--- config.mk ---
export PLATFORM = sky130hd
export DESIGN_NAME = ofm_pool
export DESIGN_NICKNAME = d
export VERILOG_FILES = /design/src/rtl/ofm_pool_pkg.sv /design/src/rtl/pool_line_buf.sv /design/src/rtl/ofm_pool.sv
export SDC_FILE = /design/constraint.sdc
export NUM_CORES = 1
export LEC_CHECK = 0
export CORE_MARGIN = 5
export CORE_UTILIZATION = 50
export CTS_CLUSTER_DIAMETER = 100
export DETAILED_ROUTE_END_ITERATION = 12
export DONT_BUFFER_PORTS = 1
export HOLD_SLACK_MARGIN = 0.06
export PLACE_DENSITY = 0.63
export SLEW_MARGIN = 20
export SYNTH_ARGS = -nofsm -noshare
export SYNTH_HDL_FRONTEND = slang
export SYNTH_SLANG_ARGS = --single-unit
--- constraint.sdc ---
create_clock -name clk -period 6.9 [get_ports clk]
set_clock_uncertainty 0.2 [all_clocks]
set_input_delay 1.035 -clock clk [delete_from_list [all_inputs] [get_ports clk]]
set_output_delay 1.035 -clock clk [all_outputs]
set_load 0.05 [all_outputs]
--- src/rtl/ofm_pool_pkg.sv ---
// rtl/ofm_pool_pkg.sv - shared FSM state type and default geometry for the 2x2 max-pool block
package ofm_pool_pkg;

  typedef enum logic [1:0] {
    IDLE     = 2'd0,
    EVEN_ROW = 2'd1,
    ODD_ROW  = 2'd2,
    FINISH   = 2'd3
  } pool_state_e;

  localparam int DEF_DW    = 16;
  localparam int DEF_OFM_W = 16;
  localparam int DEF_OFM_H = 16;

endpackage

--- src/rtl/pool_line_buf.sv ---
// rtl/pool_line_buf.sv - one-row buffer of even-row pair maxima, single shared write/read address
module pool_line_buf
  import ofm_pool_pkg::*;
#(
  parameter  int DW    = DEF_DW,
  parameter  int DEPTH = DEF_OFM_W / 2,
  localparam int AW    = (DEPTH > 1) ? $clog2(DEPTH) : 1
) (
  input  logic          clk,
  input  logic          we,
  input  logic [AW-1:0] addr,
  input  logic [DW-1:0] wdata,
  output logic [DW-1:0] rdata
);

  // Contents are deliberately not reset; an entry is always written before it is read in a frame.
  logic [DW-1:0] mem_q [DEPTH];

  always_ff @(posedge clk) begin
    if (we) begin
      mem_q[addr] <= wdata;
    end
  end

  assign rdata = mem_q[addr];

endmodule

--- src/rtl/ofm_pool.sv ---
// rtl/ofm_pool.sv - streaming 2x2/stride-2 signed max-pool over a raster conv output map
// Optional ReLU clamp of every input sample when POOL_RELU_EN is defined.
module ofm_pool
  import ofm_pool_pkg::*;
#(
  parameter  int DW    = DEF_DW,
  parameter  int OFM_W = DEF_OFM_W,
  parameter  int OFM_H = DEF_OFM_H,
  localparam int AW    = $clog2(OFM_W * OFM_H / 4)
) (
  input  logic                 clk,
  input  logic                 rst,
  input  logic                 start,
  input  logic                 in_valid,
  input  logic signed [DW-1:0] in_data,
  output logic                 out_valid,
  output logic signed [DW-1:0] out_data,
  output logic [AW-1:0]        out_addr,
  output logic                 busy,
  output logic                 done
);

  localparam int CW = (OFM_W > 1) ? $clog2(OFM_W) : 1;
  localparam int RW = (OFM_H > 1) ? $clog2(OFM_H) : 1;
  localparam int LW = (OFM_W / 2 > 1) ? $clog2(OFM_W / 2) : 1;

  pool_state_e          state_q, state_d;
  logic [CW-1:0]        col_q, col_d;
  logic [RW-1:0]        row_q, row_d;
  logic signed [DW-1:0] hold_q, hold_d;
  logic                 out_valid_q, out_valid_d;
  logic signed [DW-1:0] out_data_q, out_data_d;
  logic [AW-1:0]        out_addr_q, out_addr_d;
  logic                 busy_q, busy_d;
  logic                 done_q, done_d;

  logic signed [DW-1:0] sample;
  logic signed [DW-1:0] pair_max;
  logic signed [DW-1:0] block_max;
  logic signed [DW-1:0] lb_rdata;
  logic                 lb_we;
  logic [LW-1:0]        lb_addr;
  logic                 col_last;
  logic                 row_last;
  logic [AW-1:0]        pool_addr;

`ifdef POOL_RELU_EN
  assign sample = in_data[DW-1] ? '0 : in_data;
`else
  assign sample = in_data;
`endif

  assign pair_max  = (sample > hold_q) ? sample : hold_q;
  assign block_max = (pair_max > lb_rdata) ? pair_max : lb_rdata;
  assign col_last  = (col_q == CW'(OFM_W - 1));
  assign row_last  = (row_q == RW'(OFM_H - 1));
  assign lb_addr   = LW'(col_q >> 1);
  assign lb_we     = in_valid && (state_q == EVEN_ROW) && col_q[0];
  assign pool_addr = AW'(AW'(row_q >> 1) * AW'(OFM_W / 2)) + AW'(col_q >> 1);

  pool_line_buf #(
    .DW   (DW),
    .DEPTH(OFM_W / 2)
  ) u_line_buf (
    .clk  (clk),
    .we   (lb_we),
    .addr (lb_addr),
    .wdata(pair_max),
    .rdata(lb_rdata)
  );

  always_comb begin
    state_d     = state_q;
    col_d       = col_q;
    row_d       = row_q;
    hold_d      = hold_q;
    out_valid_d = 1'b0;
    out_data_d  = out_data_q;
    out_addr_d  = out_addr_q;
    busy_d      = busy_q;
    done_d      = 1'b0;
    unique case (state_q)
      IDLE: begin
        if (start) begin
          state_d = EVEN_ROW;
          busy_d  = 1'b1;
          col_d   = '0;
          row_d   = '0;
        end
      end
      EVEN_ROW, ODD_ROW: begin
        if (in_valid) begin
          if (!col_q[0]) begin
            hold_d = sample;
          end else if (state_q == ODD_ROW) begin
            out_valid_d = 1'b1;
            out_data_d  = block_max;
            out_addr_d  = pool_addr;
          end
          if (col_last) begin
            col_d = '0;
            if (state_q == EVEN_ROW) begin
              row_d   = row_q + 1'b1;
              state_d = ODD_ROW;
            end else if (row_last) begin
              row_d   = '0;
              state_d = FINISH;
            end else begin
              row_d   = row_q + 1'b1;
              state_d = EVEN_ROW;
            end
          end else begin
            col_d = col_q + 1'b1;
          end
        end
      end
      FINISH: begin
        state_d = IDLE;
        busy_d  = 1'b0;
        done_d  = 1'b1;
      end
      default: state_d = IDLE;
    endcase
  end

  always_ff @(posedge clk or negedge rst) begin
    if (!rst) begin
      state_q     <= IDLE;
      col_q       <= '0;
      row_q       <= '0;
      hold_q      <= '0;
      out_valid_q <= 1'b0;
      out_data_q  <= '0;
      out_addr_q  <= '0;
      busy_q      <= 1'b0;
      done_q      <= 1'b0;
    end else begin
      state_q     <= state_d;
      col_q       <= col_d;
      row_q       <= row_d;
      hold_q      <= hold_d;
      out_valid_q <= out_valid_d;
      out_data_q  <= out_data_d;
      out_addr_q  <= out_addr_d;
      busy_q      <= busy_d;
      done_q      <= done_d;
    end
  end

  assign out_valid = out_valid_q;
  assign out_data  = out_data_q;
  assign out_addr  = out_addr_q;
  assign busy      = busy_q;
  assign done      = done_q;

endmodule

Word level (Yosys, flattened, before mapping) --
Memory sizes are Yosys's and may differ from the RTL's. Cells that the tools add are included.
Word-level totals: memories 1, input bits 20, logic and storage cells 62, output and inout bits 25, memory bits (writable) 128, register bits after elaboration 51
Memories:
- u_line_buf.mem_q | depth 8, bits a word 16, rd ports 1, clocked after Yosys merged registers in 0, wr ports 1, RTL line pool_line_buf.sv:17 | logic [DW-1:0] mem_q [DEPTH];
Operators by class: multiplexer cells 26, reduce and logical (&&, ||, !) cells 12, equal/unequal tests 8, add/subtract/negate cells 3, magnitude comparators 2, bitwise logic cells 1
Operator list (count):
- $gt 16x16->1 | 2
- $mux 16 | 2
- $mux 4 | 7
- $pmux 4 s2 | 2
- $mux 2 | 5
- $reduce_and 3->1 | 3
- $add 4x1->4 const B | 2
- $eq 4x4->1 const B | 2
- $mux 1 | 8
- $reduce_and 4->1 | 2
- $add 6x3->6 | 1
- $ne 2x2->1 const B | 3
- $pmux 2 s3 | 1
- $eq 2x2->1 const B | 2
- $reduce_bool 2->1 | 2
- $eq 2x1->1 const B | 1
- $logic_and 1x1->1 | 2
- $logic_not 2->1 | 1
- $pmux 1 s2 | 1
- $reduce_and 2->1 | 1
- $reduce_or 2->1 | 1
- $not 1->1 | 1

Depth between registers and ports, before layout --
Gate-level depths: netlist of run 1.
word-level depth 6, depth in mapped cells 18

Modules after synthesis --
Synthesis of run 1 repeated with hierarchy kept, for this count alone.
Unflattened totals: cells, all modules 540, area, all modules 8334.2 um2
Modules (own cells, without submodules):
- pool_line_buf | cells an instance 222, area an instance 4972.3 um2, instances 1
- ofm_pool | cells an instance 318, area an instance 3362.0 um2, instances 1

Worst setup path after synthesis of run 1 --
No wires, ideal clock.
kind input to register, start point in in_data[13], end point reg out_data_q[11] (netlist: out_data[11]), path slack 1525 ps, stages on the path 16, path buffers 2, arrival 5108 ps, data required time 6633 ps, cell sequence ha_1 > a21o_1 > a21o_1 > a2111o_1 > a211o_2 > mux2i_4 > buf_12 > mux2_4 > ha_1 > a21oi_1 > o21a_1 > o2bb2ai_1 > or4_1 > a21oi_1 > clkbuf_1 > a221o_1
Between the ends: longest elaborated chain between the ends 4
RTL lines:
- from (decl) | RTL line ofm_pool.sv:15 | input logic signed [DW-1:0] in_data,
- $gt 16x16->1 (*) | RTL line ofm_pool.sv:53 | assign pair_max = (sample > hold_q) ? sample : hold_q;
- $mux 16 (*) | RTL line ofm_pool.sv:53
- net pair_max[11] | RTL line ofm_pool.sv:38 | logic signed [DW-1:0] pair_max;
- $gt 16x16->1 | RTL line ofm_pool.sv:54 | assign block_max = (pair_max > lb_rdata) ? pair_max : lb_rdata;
- $mux 16 (*) | RTL line ofm_pool.sv:54
- to (signal assigned) | RTL line ofm_pool.sv:143 | out_data_q <= out_data_d;
- to (decl) | RTL line ofm_pool.sv:32 | logic signed [DW-1:0] out_data_q, out_data_d;
The timed path passes the listed nets; every way through them passes the cells marked *. A chain may end at the register's enable or synchronous reset.

Worst setup path in the final report of run 1 --
start point in in_data[13], end point reg out_data_q[14] (netlist: out_data[14])
The elaborated chain is that of the path after synthesis.

==> results.sh, run 1 <==
export IMPL_outcome="finished clean"
export IMPL_grt_setup_unrepaired="false"
export IMPL_finalCritPeriodShare=0.8121
export IMPL_setup_tns_ps=0
export IMPL_hold_vio_cnt_final=0
export IMPL_post_route_drc_count=0
export IMPL_drt_vias_per_instance=5.983
export IMPL_synthSimpleGateAreaFrac=0.07595
export IMPL_detailroute_via_count=4882
export IMPL_pwr_share_clk=0.214
export IMPL_hold_path_class="input port to asynchronous set/reset pin"
export IMPL_final_cell_count_no_fill=816
export IMPL_yosys_warnings=0
export IMPL_numClockSinks=179
export IMPL_r2r_depth=16
export IMPL_power_share_sequential=0.416
export IMPL_leading_cell_type_in_the_layout_fill_and_taps_excluded="edfxtp_1"
export IMPL_grt_max_degree=52
export IMPL_power_leakage_nw=3.388
export IMPL_synth_enable_flop_cells=128
export IMPL_power_density_nw_per_um2=474.5
export IMPL_critical_path_class="input port to flop"
export IMPL_tritoncts="done"
export IMPL_worst_slew_margin_rel=0.3209
export IMPL_cp_arrival_ps=5710
export IMPL_final_seq_area_sq_um=5122
export IMPL_fmax_mhz=178.5
export IMPL_ir_drop_v=0.0002416
export IMPL_combinational_family_with_the_most_area_after_synthesis="multiplexers"
export IMPL_compound_cell_area_share_of_the_yosys_netlist=0.09677
export IMPL_ctsRootBufferMaster="clkbuf_16"
export IMPL_cts_htree_levels=4
export IMPL_fp_coreArea_sq_um=15940
export IMPL_total_switching_power_mw=1.685
export IMPL_sw_frac_of_total=0.3950
export IMPL_post_cts_resized=0
export IMPL_post_synth_main_area_contributors="edfxtp_1 47%, dfrtp_1 16%, ha_1 6.0%, mux2_2 4.1%, mux4_2 2.8%"
export IMPL_most_common_layout_cells="128 x edfxtp_1, 49 x dfrtp_1, 45 x nand2_1, 39 x ha_1"
export IMPL_synth_distinct_cells=52
export IMPL_syn_instance_count=581
export IMPL_muxShareOfSynthArea=0.1156
export IMPL_die_h_um=137.8
export IMPL_clk_pin_slew_worst_paths_ps=60
export IMPL_cts_inserted_buffers=17
export IMPL_syn_num_nets=640
export IMPL_finish_net_count=646
export IMPL_seq_area_frac_synth=0.6266
export IMPL_die_area_sq_um=19000
export IMPL_wl_um=18400
export IMPL_globalplace_congestion=0.8790
export IMPL_ys_seq_elements=179
export IMPL_placementRows=46
export IMPL_grt_util_all_layers=0.2044
export IMPL_floorplan_die_width_um=137.8
export IMPL_critical_path_startpoint_category="input port"
export IMPL_ant_nets=0
export IMPL_initial_utilization=0.5126
export IMPL_io_pins=45
export IMPL_crit_path_max_fanout=17
export IMPL_grt_first_pass_wirelength_um=28440
export IMPL_clkLatencyLatePin_ps=430
export IMPL_dp_cells=784
export IMPL_comb_power_share=0.370
export IMPL_filler_cell_count=1326
export IMPL_async_reset_ff_frac=0.2849
export IMPL_internal_power_mw=2.580
export IMPL_cts_setup_buffers=0
export IMPL_critPathCaptureType="flop"
export IMPL_worstMarginPinSlew_ps=1015
export IMPL_grt_overflow_total=0
export IMPL_post_synth_cell_area_avg_sq_um=14.06
export IMPL_synth_area_leader_cell="edfxtp_1"
export IMPL_yosys_most_used_dff="edfxtp_1"
export IMPL_n_antenna_cell=0
export IMPL_first_global_vias=4891
export IMPL_drt_pass1_iterations=5
export IMPL_finalWorstPathRequiredPeriod_ps=5603
export IMPL_multiInputGateArea_sq_um=2854
export IMPL_required_ps=7010
export IMPL_timing_final_setup_violations=0
export IMPL_post_drt_wl_per_cell_um=22.55
export IMPL_grt_antenna_before_repair=0
export IMPL_clk_path_buf_depth=2
export IMPL_max_cap_violations=0
export IMPL_place_hpwl_um=12510
export IMPL_postPlaceCellArea_sq_um=8434
export IMPL_drt_iter0_markers=383
export IMPL_holdBufCountCts=0
export IMPL_synth_top_area_share=0.4704
export IMPL_drive_gt1_frac=0.1683
export IMPL_synth_fa_ha_area_frac=0.05972
export IMPL_post_synth_instance_area_sq_um=8172
export IMPL_number_of_max_slew_violations_in_the_final_report=0
export IMPL_area_delta_synth_final_pct=9.983
export IMPL_place_port_buffers=0
export IMPL_postLayoutCellArea_sq_um=8987
export IMPL_post_synth_xor_area_fraction=0
-- Yosys cell counts, drive strengths merged, types with 3 or more instances --
cell type    n
o22a         3
o21ai       22
ha          39
inv         21
a21o         7
buf         10
nand3        8
edfxtp     128
a221o       14
nand2       45
a221oi      15
nor2        30
a22o         7
nor2b        6
mux4        10
clkbuf      17
nor4         3
o31ai        3
dfrtp       51
mux2        39
nand4        9
nor3        21
mux2i       23
a21oi       21
-- layout make-up --
cell class | count | area share
Inverter | 22 | 0.009188
Tap cell | 216 | 0.03007
Timing Repair Buffer | 14 | 0.01169
Clock inverter | 15 | 0.01420
Multi-Input combinational cell | 353 | 0.3176
Clock buffer | 17 | 0.04733
Sequential cell | 179 | 0.5700
-- metal layers --
metal / share of wire / vias up / GRT usage
met3: 0.052 / 21 / 0.05734
met2: 0.51 / 105 / 0.3379
li1: - / 2264 / -
met4: 0.013 / 0 / 0.05818
met1: 0.42 / 2492 / 0.2656
met5: 0 / - / 0
-- path summary, 6_finish.rpt --
kind	start	end	slack [ps]
hold / removal	rst	row_q[1]$_DFFE_PN0P_	100
setup reg to reg	hold_q[13]$_DFFE_PN0P_	out_data[14]$_DFFE_PN0P_	1490
min in group clk	hold_q[8]$_DFFE_PN0P_	hold_q[8]$_DFFE_PN0P_	340
hold reg to reg	hold_q[8]$_DFFE_PN0P_	hold_q[8]$_DFFE_PN0P_	340
max in group asynchronous	rst	hold_q[4]$_DFFE_PN0P_	6300
setup / recovery	in_data[13]	out_data[14]$_DFFE_PN0P_	1300
-- state kept, by name, indices dropped and copies added (netlist names) --
signal / cells
busy: 1
out_data: 16
state_q: 2
row_q: 4
done: 1
col_q: 4
u_line_buf.mem_q: 128
hold_q: 16
out_addr: 6
out_valid: 1
-- power groups by stage --
stage                     Clock [mW]  Sequential [mW]  Combinational (mW)
final                          0.914             1.77                1.58
after global routing           0.977             1.79                1.75
after CTS                      0.930             1.77                1.59
after detailed placement           0             1.79                1.58
after global placement             0             1.79                1.52
after floorplan                    0             1.74                1.20
-- worst max-delay path, cell delays in order --
cell and delay, ps:
ha_1 290, a21o_1 180, a21o_1 170, a2111o_1 410, a211o_2 350, mux2i_4 660, mux2_2 490, ha_1 340
nand4_1 190, or3_1 400, a21oi_1 140, o311ai_0 160, nand2_1 490, nor3_1 100, a221o_1 290
-- logic make-up (layout without fill, tap and decap cells) --
| family | Yosys count | in the layout |
|---|---|---|
| simple gates | 134 | 134 |
| compound gates | 108 | 108 |
| flops | 179 | 179 |
| buf+inv | 49 | 68 |
| fa+ha+maj | 39 | 39 |
| mux | 72 | 72 |
-- through the flow --
stage	total power, mW	hold slack [ps]	setup WS (ps)	util
final	4.265	96.57	1297	0.5637
after global routing	4.522	72.96	990.0	0.5637
after CTS	4.289	69.33	1364	0.5637
after detailed placement	3.374	321.4	920.3	0.5290
after global placement	3.304	312.2	1021	0.5290
after floorplan	2.942	287.5	1525	-
Note: power is estimated with default switching activity, not from simulation.
==> inputs of run 2 (changes only) <==
--- a/config.mk
+++ b/config.mk
@@ -11,7 +11,7 @@
 export DETAILED_ROUTE_END_ITERATION = 12
 export DONT_BUFFER_PORTS = 1
 export HOLD_SLACK_MARGIN = 0.06
-export PLACE_DENSITY = 0.63
+export PLACE_DENSITY = 0.66
 export SLEW_MARGIN = 20
 export SYNTH_ARGS = -nofsm -noshare
 export SYNTH_HDL_FRONTEND = slang
==> constraint.sdc (replaced) <==
create_clock -name clk -period 4.8 [get_ports clk]
set_clock_uncertainty 0.2 [all_clocks]
set_input_delay 0.72 -clock clk [delete_from_list [all_inputs] [get_ports clk]]
set_output_delay 0.72 -clock clk [all_outputs]
set_load 0.05 [all_outputs]
==> results.sh, run 2 (same netlist as run 1, synthesis figures left out) <==
export IMPL_finish_net_count=685
export IMPL_critical_path_max_stage_delay_ps=510
export IMPL_crit_path_max_fanout=8
export IMPL_power_share_sequential=0.381
export IMPL_comb_power_share=0.423
export IMPL_wl_um=19380
export IMPL_drive_gt1_frac=0.2386
export IMPL_worst_slew_margin_rel=0.2391
export IMPL_critical_path_class="flop to flop"
export IMPL_die_area_sq_um=19000
export IMPL_area_delta_synth_final_pct=16.43
export IMPL_n_antenna_cell=0
export IMPL_postPlaceCellArea_sq_um=8842
export IMPL_grt_util_all_layers=0.2149
export IMPL_path_cells="inv_1 > ha_4 > a21o_1 > a21o_1 > a2111o_1 > a211o_2 > mux2i_4 > buf_6 > buf_4 > mux2_4 > ha_4 > a21oi_1 > o21a_1 > o2bb2ai_2 > o311ai_4 > a21oi_4 > buf_4 > a221o_1"
export IMPL_hold_path_end="hold_q[14]$_DFFE_PN0P_"
export IMPL_r2r_depth=18
export IMPL_ff2ff_setup_slack_ps=140
export IMPL_numClockSinks=179
export IMPL_capture_instance_of_the_worst_register_to_register_path="out_data[7]$_DFFE_PN0P_"
export IMPL_fmax_mhz=214.5
export IMPL_floorplan_die_width_um=137.8
export IMPL_outcome="finished clean"
export IMPL_filler_cell_count=1198
export IMPL_finalWorstPathRequiredPeriod_ps=4662
export IMPL_hold_path_class="input port to flop"
export IMPL_globalplace_congestion=0.8218
export IMPL_grt_antenna_before_repair=0
export IMPL_detailroute_via_count=5059
export IMPL_grt_max_degree=52
export IMPL_final_hold_worst_slack_ps=240.3
export IMPL_tritoncts="done"
export IMPL_drt_vias_per_instance=5.931
export IMPL_min_from="in_data[14]"
export IMPL_grt_first_pass_wirelength_um=29730
export IMPL_total_switching_power_mw=2.633
export IMPL_cts_inserted_buffers=17
export IMPL_power_density_nw_per_um2=713.3
export IMPL_critical_path_slowest_cell="o311ai_4"
export IMPL_drt_pass1_iterations=5
export IMPL_sw_frac_of_total=0.3879
export IMPL_io_pins=45
export IMPL_multiInputGateArea_sq_um=3037
export IMPL_initial_utilization=0.5126
export IMPL_grt_overflow_total=0
export IMPL_cts_htree_levels=4
export IMPL_finalCritPeriodShare=0.9711
export IMPL_ir_drop_v=0.0004099
export IMPL_number_of_max_slew_violations_in_the_final_report=0
export IMPL_ctsRootBufferMaster="clkbuf_16"
export IMPL_max_cap_violations=0
export IMPL_leading_cell_type_in_the_layout_fill_and_taps_excluded="edfxtp_1"
export IMPL_worst_hold_path_num_cells=1
export IMPL_ant_nets=0
export IMPL_clk_pin_slew_worst_paths_ps=70
export IMPL_worstMarginPinSlew_ps=1137
export IMPL_post_route_drc_count=0
export IMPL_top_register="u_line_buf.mem_q"
export IMPL_critical_path_startpoint_category="flop"
export IMPL_internal_power_mw=4.154
export IMPL_place_port_buffers=0
export IMPL_hold_vio_cnt_final=0
export IMPL_largest_register_ff_count=128
export IMPL_most_common_layout_cells="128 x edfxtp_1, 49 x dfrtp_1, 46 x buf_4, 44 x nand2_1, 31 x ha_1"
export IMPL_drt_iter0_markers=297
export IMPL_fp_coreArea_sq_um=15940
export IMPL_post_drt_wl_per_cell_um=22.72
export IMPL_power_leakage_nw=3.604
export IMPL_clkLatencyLatePin_ps=420
export IMPL_timing_final_setup_violations=0
export IMPL_critical_path_reg2reg_startpoint="hold_q[13]$_DFFE_PN0P_"
export IMPL_pwr_share_clk=0.196
export IMPL_first_global_vias=5035
export IMPL_die_h_um=137.8
export IMPL_final_seq_area_sq_um=5122
export IMPL_critPathCaptureType="flop"
export IMPL_postLayoutCellArea_sq_um=9514
export IMPL_placementRows=46
export IMPL_cp_arrival_ps=4760
export IMPL_cp_buffers_inverters=4
export IMPL_clk_path_buf_depth=2
export IMPL_required_ps=4900
export IMPL_crit_family="compound AO/OA/AOI/OAI gates"
export IMPL_place_hpwl_um=13310
[run 2: changes by cell type in the layout (fill, tap and decap cells not counted), sizes merged]
cell,delta
nand2,+1
bufinv,+1
clkinv,-1
dlygate4sd3,+1
clkinvlp,+1
buf,+37
inv,-3
[run 2: worst max-delay path by stage]
stage                                start                       end  slack (ps)  cells past startpoint
finish              hold_q[13]$_DFFE_PN0P_   out_data[7]$_DFFE_PN0P_         140                     18
global route        hold_q[13]$_DFFE_PN0P_   out_data[0]$_DFFE_PN0P_         -20                     19
CTS                 hold_q[13]$_DFFE_PN0P_   out_data[7]$_DFFE_PN0P_         120                     17
detailed placement             in_data[13]  out_data[12]$_DFFE_PN0P_        -140                     16
global placement               in_data[13]  out_data[11]$_DFFE_PN0P_         -40                     16
floorplan                      in_data[15]  out_data[12]$_DFFE_PN0P_           5                     17
[run 2: final cells by class]
| cell class | instances | area share |
|---|---|---|
| flip-flops and latches | 179 | 0.5384 |
| multi-input cells | 354 | 0.3192 |
| repair buffers | 52 | 0.04629 |
| clock buffers | 17 | 0.04471 |
| well taps | 216 | 0.02841 |
| clock inverters | 13 | 0.01433 |
| inverters | 22 | 0.008680 |
[run 2: repair_timing]
item                       in CTS  in global routing
hold buffers                    2                  0
buffers inserted                0                  3
hold endpoints to repair       51                  0
setup endpoints to repair       0                 15
gates resized for setup         0                  5
[run 2: power by group through the flow]
stage | logic [mW] | clock network (mW) | registers (mW)
final | 2.87 | 1.33 | 2.58
after detailed placement | 2.73 | 0 | 2.62
after floorplan | 1.95 | 0 | 2.50
after global routing | 3.12 | 1.42 | 2.61
after global placement | 2.63 | 0 | 2.61
after CTS | 2.75 | 1.35 | 2.59
[run 2: routing by layer]
| metal | track usage | vias to the layer above | wire (um) | share of wire |
|---|---|---|---|---|
| met2 | 0.3536 | 144 | 9859 | 0.51 |
| met3 | 0.06428 | 16 | 1391 | 0.072 |
| met1 | 0.2772 | 2565 | 7928 | 0.41 |
| met4 | 0.06312 | 0 | 201 | 0.010 |
| li1 | - | 2334 | - | - |
| met5 | 0 | - | 0 | 0 |
[run 2: per-stage QoR]
step | worst slack [ps] | utilization | cells | power, mW | TNS (ps)
3_5_place_dp | -138.1 | 0.5546 | 816 | 5.343 | -1838
3_3_place_gp | -39.39 | 0.5546 | 816 | 5.242 | -414.9
4_1_cts | 119.8 | 0.5922 | 848 | 6.690 | 0
6_report | 138.5 | 0.5968 | 853 | 6.787 | 0
2_1_floorplan | 5.306 | - | 581 | 4.449 | 0
5_1_grt | -24.51 | 0.5968 | 853 | 7.164 | -24.51
[run 2: worst register-to-register path, cell delays in order (launching register included)]
cell and delay (ps):
dfrtp_1 400, inv_1 90, ha_4 200, a21o_1 150
a21o_1 170, a2111o_1 390, a211o_2 300, mux2i_4 210
buf_6 170, buf_4 130, mux2_4 330, ha_4 260
a21oi_1 150, o21a_1 160, o2bb2ai_2 90, o311ai_4 510
a21oi_4 120, buf_4 190, a221o_1 310
==> inputs of run 3 (changes only) <==
--- a/config.mk
+++ b/config.mk
@@ -5,6 +5,7 @@
 export SDC_FILE = /design/constraint.sdc
 export NUM_CORES = 1
 export LEC_CHECK = 0
+export CAP_MARGIN = 20
 export CORE_MARGIN = 5
 export CORE_UTILIZATION = 50
 export CTS_CLUSTER_DIAMETER = 100
==> results of run 3 <==
No change in the layout: final DEF, timing and power equal those of run 2.
